## src/rtl/pick_entry_buffer.sv

```systemverilog
// pick_entry_buffer: gathers roulette position picks (0..7) from debounced keypad events.
// Optional macro PICK_AUTO_COMMIT_EN: the pick that completes the bet commits without KEY_OK.
module pick_entry_buffer #(
   parameter int MAX_PICKS = 4,
   parameter int KEY_BKSP  = 10,
   parameter int KEY_CLR   = 11,
   parameter int KEY_OK    = 12
) (
   input  logic       clk,
   input  logic       rst,
   input  logic       entry_active,
   input  logic       clear_in,
   input  logic       key_valid,
   input  logic [3:0] key_value,
   input  logic [2:0] bet_count,
   output logic [2:0] pick0,
   output logic [2:0] pick1,
   output logic [2:0] pick2,
   output logic [2:0] pick3,
   output logic [7:0] pick_mask,
   output logic [2:0] pick_cnt,
   output logic       entry_full,
   output logic       entry_done,
   output logic       key_reject,
   output logic       committed
);
   localparam logic [2:0] MAX_CNT = 3'(MAX_PICKS);
   localparam logic [3:0] K_BKSP  = 4'(KEY_BKSP);
   localparam logic [3:0] K_CLR   = 4'(KEY_CLR);
   localparam logic [3:0] K_OK    = 4'(KEY_OK);

   typedef enum logic [1:0] {
      ST_IDLE      = 2'd0,
      ST_COLLECT   = 2'd1,
      ST_FULL      = 2'd2,
      ST_COMMITTED = 2'd3
   } state_t;

   state_t     state_q, state_d;
   logic       active_q, active_d;
   logic [2:0] slot_q [4];
   logic [2:0] slot_d [4];
   logic [7:0] mask_q, mask_d;
   logic [2:0] cnt_q, cnt_d;
   logic       full_q, full_d;
   logic       done_q, done_d;
   logic       reject_q, reject_d;
   logic       committed_q, committed_d;

   logic [2:0] eff_cnt_s;
   logic       rise_s, key_live_s, at_full_s, is_digit_s;
   logic [2:0] pos_s;
   logic [1:0] top_slot_s;
   logic       acc_digit_s, acc_bksp_s, acc_clr_s, acc_ok_s, ok_quiet_s;
   logic       auto_commit_s, refuse_s;

   // state and datapath registers, synchronous active-low reset
   always_ff @(posedge clk) begin
      if (!rst) begin
         state_q     <= ST_IDLE;
         active_q    <= 1'b0;
         for (int i = 0; i < 4; i++) slot_q[i] <= 3'd0;
         mask_q      <= 8'd0;
         cnt_q       <= 3'd0;
         full_q      <= 1'b0;
         done_q      <= 1'b0;
         reject_q    <= 1'b0;
         committed_q <= 1'b0;
      end else begin
         state_q     <= state_d;
         active_q    <= active_d;
         for (int i = 0; i < 4; i++) slot_q[i] <= slot_d[i];
         mask_q      <= mask_d;
         cnt_q       <= cnt_d;
         full_q      <= full_d;
         done_q      <= done_d;
         reject_q    <= reject_d;
         committed_q <= committed_d;
      end
   end

   // key decode; a key coinciding with clear_in or the entry rise is dropped silently
   always_comb begin
      if (bet_count == 3'd0) begin
         eff_cnt_s = 3'd1;
      end else if (bet_count > MAX_CNT) begin
         eff_cnt_s = MAX_CNT;
      end else begin
         eff_cnt_s = bet_count;
      end
      active_d    = entry_active;
      rise_s      = entry_active & ~active_q;
      key_live_s  = key_valid & entry_active & ~clear_in & ~rise_s &
                    ((state_q == ST_COLLECT) | (state_q == ST_FULL));
      at_full_s   = (cnt_q >= eff_cnt_s);
      is_digit_s  = (key_value >= 4'd1) && (key_value <= 4'd8);
      pos_s       = key_value[2:0] - 3'd1;
      top_slot_s  = 2'(cnt_q - 3'd1);
      acc_digit_s = key_live_s & is_digit_s & ~at_full_s & ~mask_q[pos_s];
      acc_bksp_s  = key_live_s & (key_value == K_BKSP) & (cnt_q != 3'd0);
      acc_clr_s   = key_live_s & (key_value == K_CLR);
`ifdef PICK_AUTO_COMMIT_EN
      acc_ok_s      = 1'b0;
      ok_quiet_s    = key_live_s & (key_value == K_OK);
      auto_commit_s = acc_digit_s & ((cnt_q + 3'd1) == eff_cnt_s);
`else
      acc_ok_s      = key_live_s & (key_value == K_OK) & at_full_s;
      ok_quiet_s    = 1'b0;
      auto_commit_s = 1'b0;
`endif
      refuse_s    = key_live_s & ~(acc_digit_s | acc_bksp_s | acc_clr_s | acc_ok_s | ok_quiet_s);
   end

   // pick slots, mask, count and the one-cycle pulses
   always_comb begin
      for (int i = 0; i < 4; i++) slot_d[i] = slot_q[i];
      mask_d      = mask_q;
      cnt_d       = cnt_q;
      committed_d = committed_q;
      done_d      = 1'b0;
      reject_d    = 1'b0;
      if (clear_in || rise_s) begin
         for (int i = 0; i < 4; i++) slot_d[i] = 3'd0;
         mask_d      = 8'd0;
         cnt_d       = 3'd0;
         committed_d = 1'b0;
      end else if (acc_digit_s) begin
         slot_d[cnt_q[1:0]] = pos_s;
         mask_d[pos_s]      = 1'b1;
         cnt_d              = cnt_q + 3'd1;
         done_d             = auto_commit_s;
         committed_d        = committed_q | auto_commit_s;
      end else if (acc_bksp_s) begin
         slot_d[top_slot_s]         = 3'd0;
         mask_d[slot_q[top_slot_s]] = 1'b0;
         cnt_d                      = cnt_q - 3'd1;
      end else if (acc_clr_s) begin
         for (int i = 0; i < 4; i++) slot_d[i] = 3'd0;
         mask_d = 8'd0;
         cnt_d  = 3'd0;
      end else if (acc_ok_s) begin
         done_d      = 1'b1;
         committed_d = 1'b1;
      end else begin
         reject_d = refuse_s;
      end
      full_d = (cnt_d == eff_cnt_s);
   end

   // next state; COLLECT/FULL follow the count against the live bet so bet changes re-qualify
   always_comb begin
      state_d = state_q;
      if (clear_in) begin
         state_d = entry_active ? ST_COLLECT : ST_IDLE;
      end else if (rise_s) begin
         state_d = ST_COLLECT;
      end else begin
         case (state_q)
            ST_IDLE: state_d = ST_IDLE;
            ST_COLLECT, ST_FULL: begin
               if (!entry_active) begin
                  state_d = ST_IDLE;
               end else if (acc_ok_s || auto_commit_s) begin
                  state_d = ST_COMMITTED;
               end else begin
                  state_d = (cnt_d >= eff_cnt_s) ? ST_FULL : ST_COLLECT;
               end
            end
            ST_COMMITTED: state_d = entry_active ? ST_COMMITTED : ST_IDLE;
            default: state_d = ST_IDLE;
         endcase
      end
   end

   assign pick0      = slot_q[0];
   assign pick1      = slot_q[1];
   assign pick2      = slot_q[2];
   assign pick3      = slot_q[3];
   assign pick_mask  = mask_q;
   assign pick_cnt   = cnt_q;
   assign entry_full = full_q;
   assign entry_done = done_q;
   assign key_reject = reject_q;
   assign committed  = committed_q;
endmodule

```

## config.mk

```make
export PLATFORM = sky130hd
export DESIGN_NAME = pick_entry_buffer
export DESIGN_NICKNAME = d
export VERILOG_FILES = /design/src/rtl/pick_entry_buffer.sv
export SDC_FILE = /design/constraint.sdc
export NUM_CORES = 1
export LEC_CHECK = 0
export ABC_CLOCK_PERIOD_IN_PS = 5700
export BUFFER_PORTS_ARGS = -buffer_cell sky130_fd_sc_hd__buf_2
export CAP_MARGIN = 40
export CORE_MARGIN = 2
export CORE_UTILIZATION = 50
export DETAILED_ROUTE_END_ITERATION = 10
export PLACE_DENSITY = 0.73
export SYNTH_ARGS = -nofsm -noshare
export SYNTH_HDL_FRONTEND = slang
export SYNTH_SLANG_ARGS = --single-unit
```

## constraint.sdc

```tcl
create_clock -name clk -period 5.7 [get_ports clk]
set_input_delay 1.14 -clock clk [delete_from_list [all_inputs] [get_ports clk]]
set_output_delay 1.14 -clock clk [all_outputs]
set_load 0.05 [all_outputs]
```

==> summary.txt, run 1 <==
Final layout
  • Diodes inserted: 0
  • Fillers: 348
  • Layout area overhead: 15.66%
  • Final Net Count: between 300 and 400
  • Ratio of cells with drive above 1 in the final layout: 20.88%
  • Share of the core filled with cells: roughly three fifths
  • Commonest non-fill, non-tap cell in the layout: buf_2
  • Commonest non-fill, non-tap cells in the layout: buf_2, dfxtp_1, nand2_1

Logic synthesis
  • Synth cell types: around 50
  • Yosys reg bits: 30
  • Post-synthesis mux area share: 7.513%
  • Post-synth top flop: dfxtp_1
  • Simple-gate share of the synthesized area: 19.07%
  • Net count after synthesis: between 200 and 300
  • Share of the synthesized area in the top cell type: between 30% and 40%
  • Compound-cell area share of the yosys netlist: 22.73%
  • Post-Syn Instances: between 200 and 250
  • Main combinational cell family by area after synthesis: compound AO/OA/AOI/OAI gates
  • Mapped Area: a little under 0.002 sq mm
  • Synth area leader: dfxtp_1
  • Syn. warnings: 0
  • Fraction of registers with async set/reset: 0%
  • Post-Synth XOR/XNOR Area: 1.263%
  • Adder and majority cell fraction of the synthesized area: between 10% and 20%
  • Syn Area/Cell: 8.470 sq um
  • Most area-consuming cells after synthesis: dfxtp_1, ha_1, nand2_1
  • Number of flops mapped to enable cells by yosys: 0
  • Sequential area share after synthesis: about 30%

Timing
  • Fin. max-slew vios: 0
  • Final Hold Viols: 0
  • Clock Skews: about 4.6 ps
  • Setup_tns: 0 ps
  • Final Setup Violations: 0
  • Setup ws final: about 1000 ps
  • Rel. slew slack: between 50% and 60%
  • FMAX: approximately 210 MHz
  • Min Hold Slack: around 470 ps
  • Unrepaired setup endpoints after global routing: false
  • Tightest Pin Transition: 686.9 ps
  • Final worst path period need: 4703 ps
  • Final period util: 82.51%

Route
  • Via count: 1884
  • Drt wl/cell: approximately 16 um
  • Routed Antenna Nets: 0
  • Drt first pass iters: 5
  • DRC: 0
  • DR vias/cell: 5.869
  • Initial detailed-routing violation count: around 120
  • Final WL: 5007 um

Critical path
  • CP dominant cell by count: a21oi_1
  • End of the worst register-to-register path: state_q[1]$_SDFF_PP0_
  • End point of the critical path: state_q[1]$_SDFF_PP0_
  • Critical Path Slowest Stage Cell: ha_1
  • R2R Path Start: pick_cnt[0]$_SDFF_PN0_
  • Cell family with most CP delay: compound AO/OA/AOI/OAI gates
  • Worst r2r path cells: 15
  • Worst EP arrival: ~4900 ps
  • Buf+Inv Stages, Crit Path: 3
  • Worst path cell trace: buf_2, inv_1, ha_1, mux2_2, a221o_1, a221oi_1, nand2_2, a21oi_1, o21ai_0, ha_1, nand2b_1, a21o_1, a21oi_1, inv_1, o21ai_0, a21oi_1
  • Setup crit start: key_value[0]
  • Crit path launch type: primary input
  • Crit end category: flip-flop
  • CP max FO: 11
  • Worst stage delay on the critical path: between 500 and 600 ps
  • Crit path kind: in -> reg
  • Instance count on the critical path: 16
  • CP required: 5870 ps
  • R2R Setup Slk: about 1900 ps

Floorplan
  • Starting Density: 52.94%
  • Die area: around 0.0045 sq mm
  • I/O pin total: 39
  • Core area: around 0.0037 sq mm
  • Die width: 66.96 um
  • Die H: roughly 67 um
  • FP Rows: 22

GRT
  • Vias in the first global route: 1713
  • Gr ovfl total: 0
  • Largest net degree at the start of global routing: 22
  • M2 GR Usage: 38.50%
  • Routing usage on met1: between 30 and 40%
  • Total GRT Usage: around a quarter
  • First-pass GRT wire length: 8148 um
  • GRT busiest layer: met2
  • Initial antenna violation count: 0
  • GR Layer Usage met3: under 10%

Clock network
  • Htree depth: 2
  • Inserted Clock Buffers: 5
  • Worst-path clk slew: 60 ps
  • # resized after CTS: 0
  • Root Driver: clkbuf_8
  • Worst-Skew Late Latency: between 200 and 300 ps
  • Max Buffers Root-to-Sink: 2
  • CTS tree: built
  • Post-CTS setup buffers: 0
  • Clock sinks: 30
  • Cts hold-fix bufs: 0

Power
  • VDD IR max: roughly 130 uV
  • Switching Power: roughly 0.11 mW
  • Switching Fraction: around 25%
  • P_leak: 0.9983 nW
  • Share of power burned in combinational logic: approximately 10%
  • Internal power: 0.3238 mW
  • PD cells: 188.0 mW/mm^2
  • Flop pwr share: between 40% and 50%
  • Clock group share of total power: 40.8%

Placement
  • GPL Wtd Cong: 0.8632
  • Worst slack at placement: 813.6 ps
  • Port Buf Inserts: 38
  • Dpl hpwl: 3635 um

Worst hold path
  • Type of the most critical hold path: reg -> reg
  • Hold Path Cell Cnt: 1

Outcome
  • Status: finished, final reports clean

Job
  • Max-cap violations: 0
power by group through the flow:
stage	registers (mW)	clock network [mW]	logic, mW
floorplan	0.217	0	0.0278
finish	0.211	0.176	0.0440
detailed placement	0.216	0	0.0428
global route	0.211	0.188	0.0493
CTS	0.211	0.179	0.0434
global placement	0.216	0	0.0411
registers in the layout, summed over array words and instances, names as in the netlist:
signal and count:
pick_cnt 3, pick_mask 8, key_reject 1, entry_full 1
slot_q 12, committed 1, active_q 1, state_q 2
entry_done 1
how the worst min path moves through the flow:
stage / start / endpoint
global placement: committed$_SDFFE_PP0P_ / committed$_SDFFE_PP0P_
floorplan: active_q$_SDFF_PN0_ / key_reject$_SDFF_PP0_
CTS: committed$_SDFFE_PP0P_ / committed$_SDFFE_PP0P_
global route: committed$_SDFFE_PP0P_ / committed$_SDFFE_PP0P_
detailed placement: committed$_SDFFE_PP0P_ / committed$_SDFFE_PP0P_
finish: committed$_SDFFE_PP0P_ / committed$_SDFFE_PP0P_
through the flow:
stage | instances | instance area (sq um) | power, mW
2_1_floorplan | 234 | 1982 | 0.2450
3_3_place_gp | 312 | 2186 | 0.2570
3_5_place_dp | 313 | 2201 | 0.2587
4_1_cts | 321 | 2292 | 0.4333
5_1_grt | 321 | 2292 | 0.4485
6_report | 321 | 2292 | 0.4308
cells in the mapped netlist, types with 2 or more instances:
cell type / count
o21ai_0: 13
nor2b_1: 2
a31oi_1: 8
o31ai_1: 3
and3_1: 2
nand2_1: 26
mux4_2: 3
a21o_1: 4
a21oi_1: 13
mux2i_1: 7
ha_1: 20
nand3b_1: 2
a211oi_1: 2
nand3_1: 12
dfxtp_1: 30
and2_1: 4
nand2b_1: 4
a41o_1: 2
nor2_1: 10
inv_1: 18
o2111ai_1: 2
nand4_1: 3
o22ai_1: 11
nor3_1: 4
clkbuf_1: 5
per-layer routing:
metal	share of wire (%)	wire, um
met5	0	0
met4	1.4	71
met3	6.0	300
met2	48	2379
met1	45	2255
cell type report:
cell class                      instances  area, sq um  share of cell area (%)
Clock buffer                            7        86.33                   3.766
Multi-Input combinational cell        176         1252                   54.64
Sequential cell                        30        600.6                   26.20
Timing Repair Buffer                   41        220.2                   9.607
Inverter                               18        67.56                   2.948
Tap cell                               48        60.06                   2.620
Clock inverter                          1        5.005                  0.2183
logic make-up (layout without fill, tap and decap cells):
family	count (synthesis)	after routing
AOI/OAI and AO/OA	67	67
xor gates and xnor gates	2	2
adders and majority gates	20	20
buffers and inverters	28	67
DFF	30	30
muxes	11	11
and+or+nand+nor	76	76
Power figures use the tool's default switching activity.
==> run 2: changes to the inputs <==
Settings changed: ABC_CLOCK_PERIOD_IN_PS 5700 to 4900.
Clock period 5.7 ns to 4.9 ns, I/O delays scaled along.
==> run 2 against run 1 <==
Sequential share of layout area is 0.31 points lower. Global-route usage fell by 0.60 points. Hold slack better by 15 ps. Cell area grew 1.2%. Register-to-register slack worse by 810 ps. Clock power is 19% higher. Total power up 18%. Largest cell class unchanged.
==> summary.txt, run 2 (synthesized netlist as in run 1, its figures left out) <==
Outcome
  • Status: finished, final reports clean

Floorplan
  • Starting Density: 52.94% (unchanged)
  • Die H: 66.96 um (unchanged)
  • I/O pin total: 39 (unchanged)
  • Die width: 66.96 um (unchanged)
  • FP Rows: 22 (unchanged)
  • Die area: 0.004484 sq mm (unchanged)
  • Core area: 0.003744 sq mm (unchanged)

Power
  • VDD IR max: 135.1 uV (+7.9%)
  • Total Power: 0.5099 mW (+18%)
  • PD cells: 219.8 mW/mm^2 (+17%)
  • Switching Power: 0.1305 mW (+22%)
  • Switching Fraction: 25.59% (+0.75 points)
  • Clock group share of total power: 41.2% (+0.4 points)
  • Flop pwr share: 48.2% (-0.8 points)
  • Share of power burned in combinational logic: 10.6% (+0.4 points)
  • Internal power: 0.3794 mW (+17%)
  • P_leak: 1.012 nW (+1.4%)

Timing
  • Setup ws final: 535.2 ps (-462.0 ps)
  • Setup_tns: 0 ps (unchanged)
  • Final worst path period need: about 4400 ps
  • Min Hold Slack: 481.3 ps (+15.48 ps)
  • FMAX: about 230 MHz
  • Fin. max-slew vios: 0 (unchanged)
  • Final Hold Viols: 0 (unchanged)
  • Unrepaired setup endpoints after global routing: false
  • Tightest Pin Transition: 670.1 ps (-16.74 ps)
  • Final period util: approximately nine tenths
  • Clock Skews: 2.702 ps (-1.946 ps)
  • Rel. slew slack: 55.16% (+1.1 points)
  • Final Setup Violations: 0 (unchanged)

Route
  • Final WL: 4877 um (-2.6%)
  • DRC: 0 (unchanged)
  • Drt first pass iters: 4 (-1)
  • Initial detailed-routing violation count: 147 (+27%)
  • DR vias/cell: 5.867 (about the same)
  • Via count: 1895 (+0.58%)
  • Drt wl/cell: 15.10 um (-3.2%)
  • Routed Antenna Nets: 0 (unchanged)

Clock network
  • CTS tree: built
  • Clock sinks: 30 (unchanged)
  • Htree depth: 2 (unchanged)
  • Inserted Clock Buffers: 5 (unchanged)
  • Cts hold-fix bufs: 0 (unchanged)
  • Root Driver: clkbuf_8
  • Worst-Skew Late Latency: 280 ps (about the same)
  • Max Buffers Root-to-Sink: 2 (unchanged)
  • Post-CTS setup buffers: 0 (unchanged)
  • # resized after CTS: 0 (unchanged)
  • Worst-path clk slew: 70 ps (about the same)

Worst hold path
  • Hold Path Cell Cnt: 2 (+1)
  • Type of the most critical hold path: reg -> reg
  • HP Start: slot_q[3][0]$_SDFFE_PP0P_

Placement
  • Port Buf Inserts: 38 (unchanged)
  • Dpl hpwl: 3632 um (about the same)
  • GPL Wtd Cong: 0.8339 (-3.4%)
  • Dpl cells: 315 (+0.64%)
  • Worst slack at placement: 336.0 ps (-477.6 ps)

Final layout
  • Non-Filler Instances: 323 (+0.62%)
  • Layout area overhead: 17.05%
  • FF+latch area: 600.6 sq um (unchanged)
  • Ratio of cells with drive above 1 in the final layout: 21.45% (+0.58 points)
  • Area of the multi-input gates: 0.001252 sq mm (unchanged)
  • Biggest register: slot_q
  • Final Net Count: 306 (+0.66%)
  • Number of flip-flops in the largest register: 12 (unchanged)
  • Commonest non-fill, non-tap cell in the layout: buf_2
  • Commonest non-fill, non-tap cells in the layout: buf_2, dfxtp_1, nand2_1
  • Diodes inserted: 0 (unchanged)
  • Fillers: 352 (+1.1%)

GRT
  • Total GRT Usage: 23.64% (-0.60 points)
  • First-pass GRT wire length: 7928 um (-2.7%)
  • Initial antenna violation count: 0 (unchanged)
  • Vias in the first global route: 1710 (-0.18%)
  • Largest net degree at the start of global routing: 28 (+27%)
  • Gr ovfl total: 0 (unchanged)

Critical path
  • Setup crit start: key_value[0]
  • R2R Setup Slk: 1090 ps (-810 ps)
  • Worst stage delay on the critical path: 420 ps (-110 ps)
  • Buf+Inv Stages, Crit Path: 3 (unchanged)
  • Worst path cell trace: buf_2, inv_1, ha_1, mux2_2, a221o_1, a221oi_1, nand2_2, a21oi_1, o21ai_0, ha_1, nand2b_1, a21o_1, a21oi_1, inv_1, o21ai_0, a21oi_1
  • Cell family with most CP delay: compound AO/OA/AOI/OAI gates
  • Worst r2r path cells: 15 (unchanged)
  • CP max FO: 11 (unchanged)
  • Crit end category: flip-flop
  • Worst EP arrival: 4540 ps (-330 ps)
  • R2R Path Start: pick_cnt[0]$_SDFF_PN0_
  • Crit path kind: in -> reg
  • CP required: 5070 ps (-800 ps)
  • Critical Path Slowest Stage Cell: a221oi_1
  • CP dominant cell by count: a21oi_1
  • Crit path launch type: primary input
  • Instance count on the critical path: 16 (unchanged)

Job
  • Max-cap violations: 0 (unchanged)
run 2: changes by cell type in the layout (fill, tap and decap cells not counted), sizes merged:
cell  delta
buf      +2
run 2: routing by layer:
metal  vias up  wire length (um)  GRT usage, %
li1        933                 -             -
met5         -                 0             0
met1       885              2118         30.05
met4         0                64         8.673
met3         8               306         5.574
met2        69              2388         38.75
run 2: power groups by stage:
| stage | Combinational, mW | Clock, mW | Sequential [mW] |
|---|---|---|---|
| final | 0.0543 | 0.210 | 0.246 |
| after CTS | 0.0539 | 0.210 | 0.246 |
| after global placement | 0.0498 | 0 | 0.251 |
| after floorplan | 0.0324 | 0 | 0.253 |
| after detailed placement | 0.0534 | 0 | 0.251 |
| after global routing | 0.0603 | 0.221 | 0.246 |
run 2: layout make-up:
class,count,share of cell area (%)
Timing Repair Buffer,43,10.68
Tap cell,48,2.589
Sequential cell,30,25.89
Inverter,18,2.913
Clock buffer,7,3.722
Clock inverter,1,0.2158
Multi-Input combinational cell,176,53.99
run 2: final timing paths:
check | end
setup reg to reg | state_q[1]$_SDFF_PP0_
hold reg to reg | slot_q[3][0]$_SDFFE_PP0P_
setup / recovery | state_q[1]$_SDFF_PP0_
hold / removal | slot_q[3][0]$_SDFFE_PP0P_
run 2: stage by stage:
step,util (%),instance area [sq um]
5_1_grt,61.97,2320
2_1_floorplan,-,1982
4_1_cts,61.97,2320
3_3_place_gp,58.79,2201
3_5_place_dp,59.53,2228
6_report,61.97,2320
run 2: tightest hold or removal path: cells and delay by family, from the launching register on:
family	cells	cell delay (ps)
compound gates	1	60
simple gates	1	50
flops	1	320
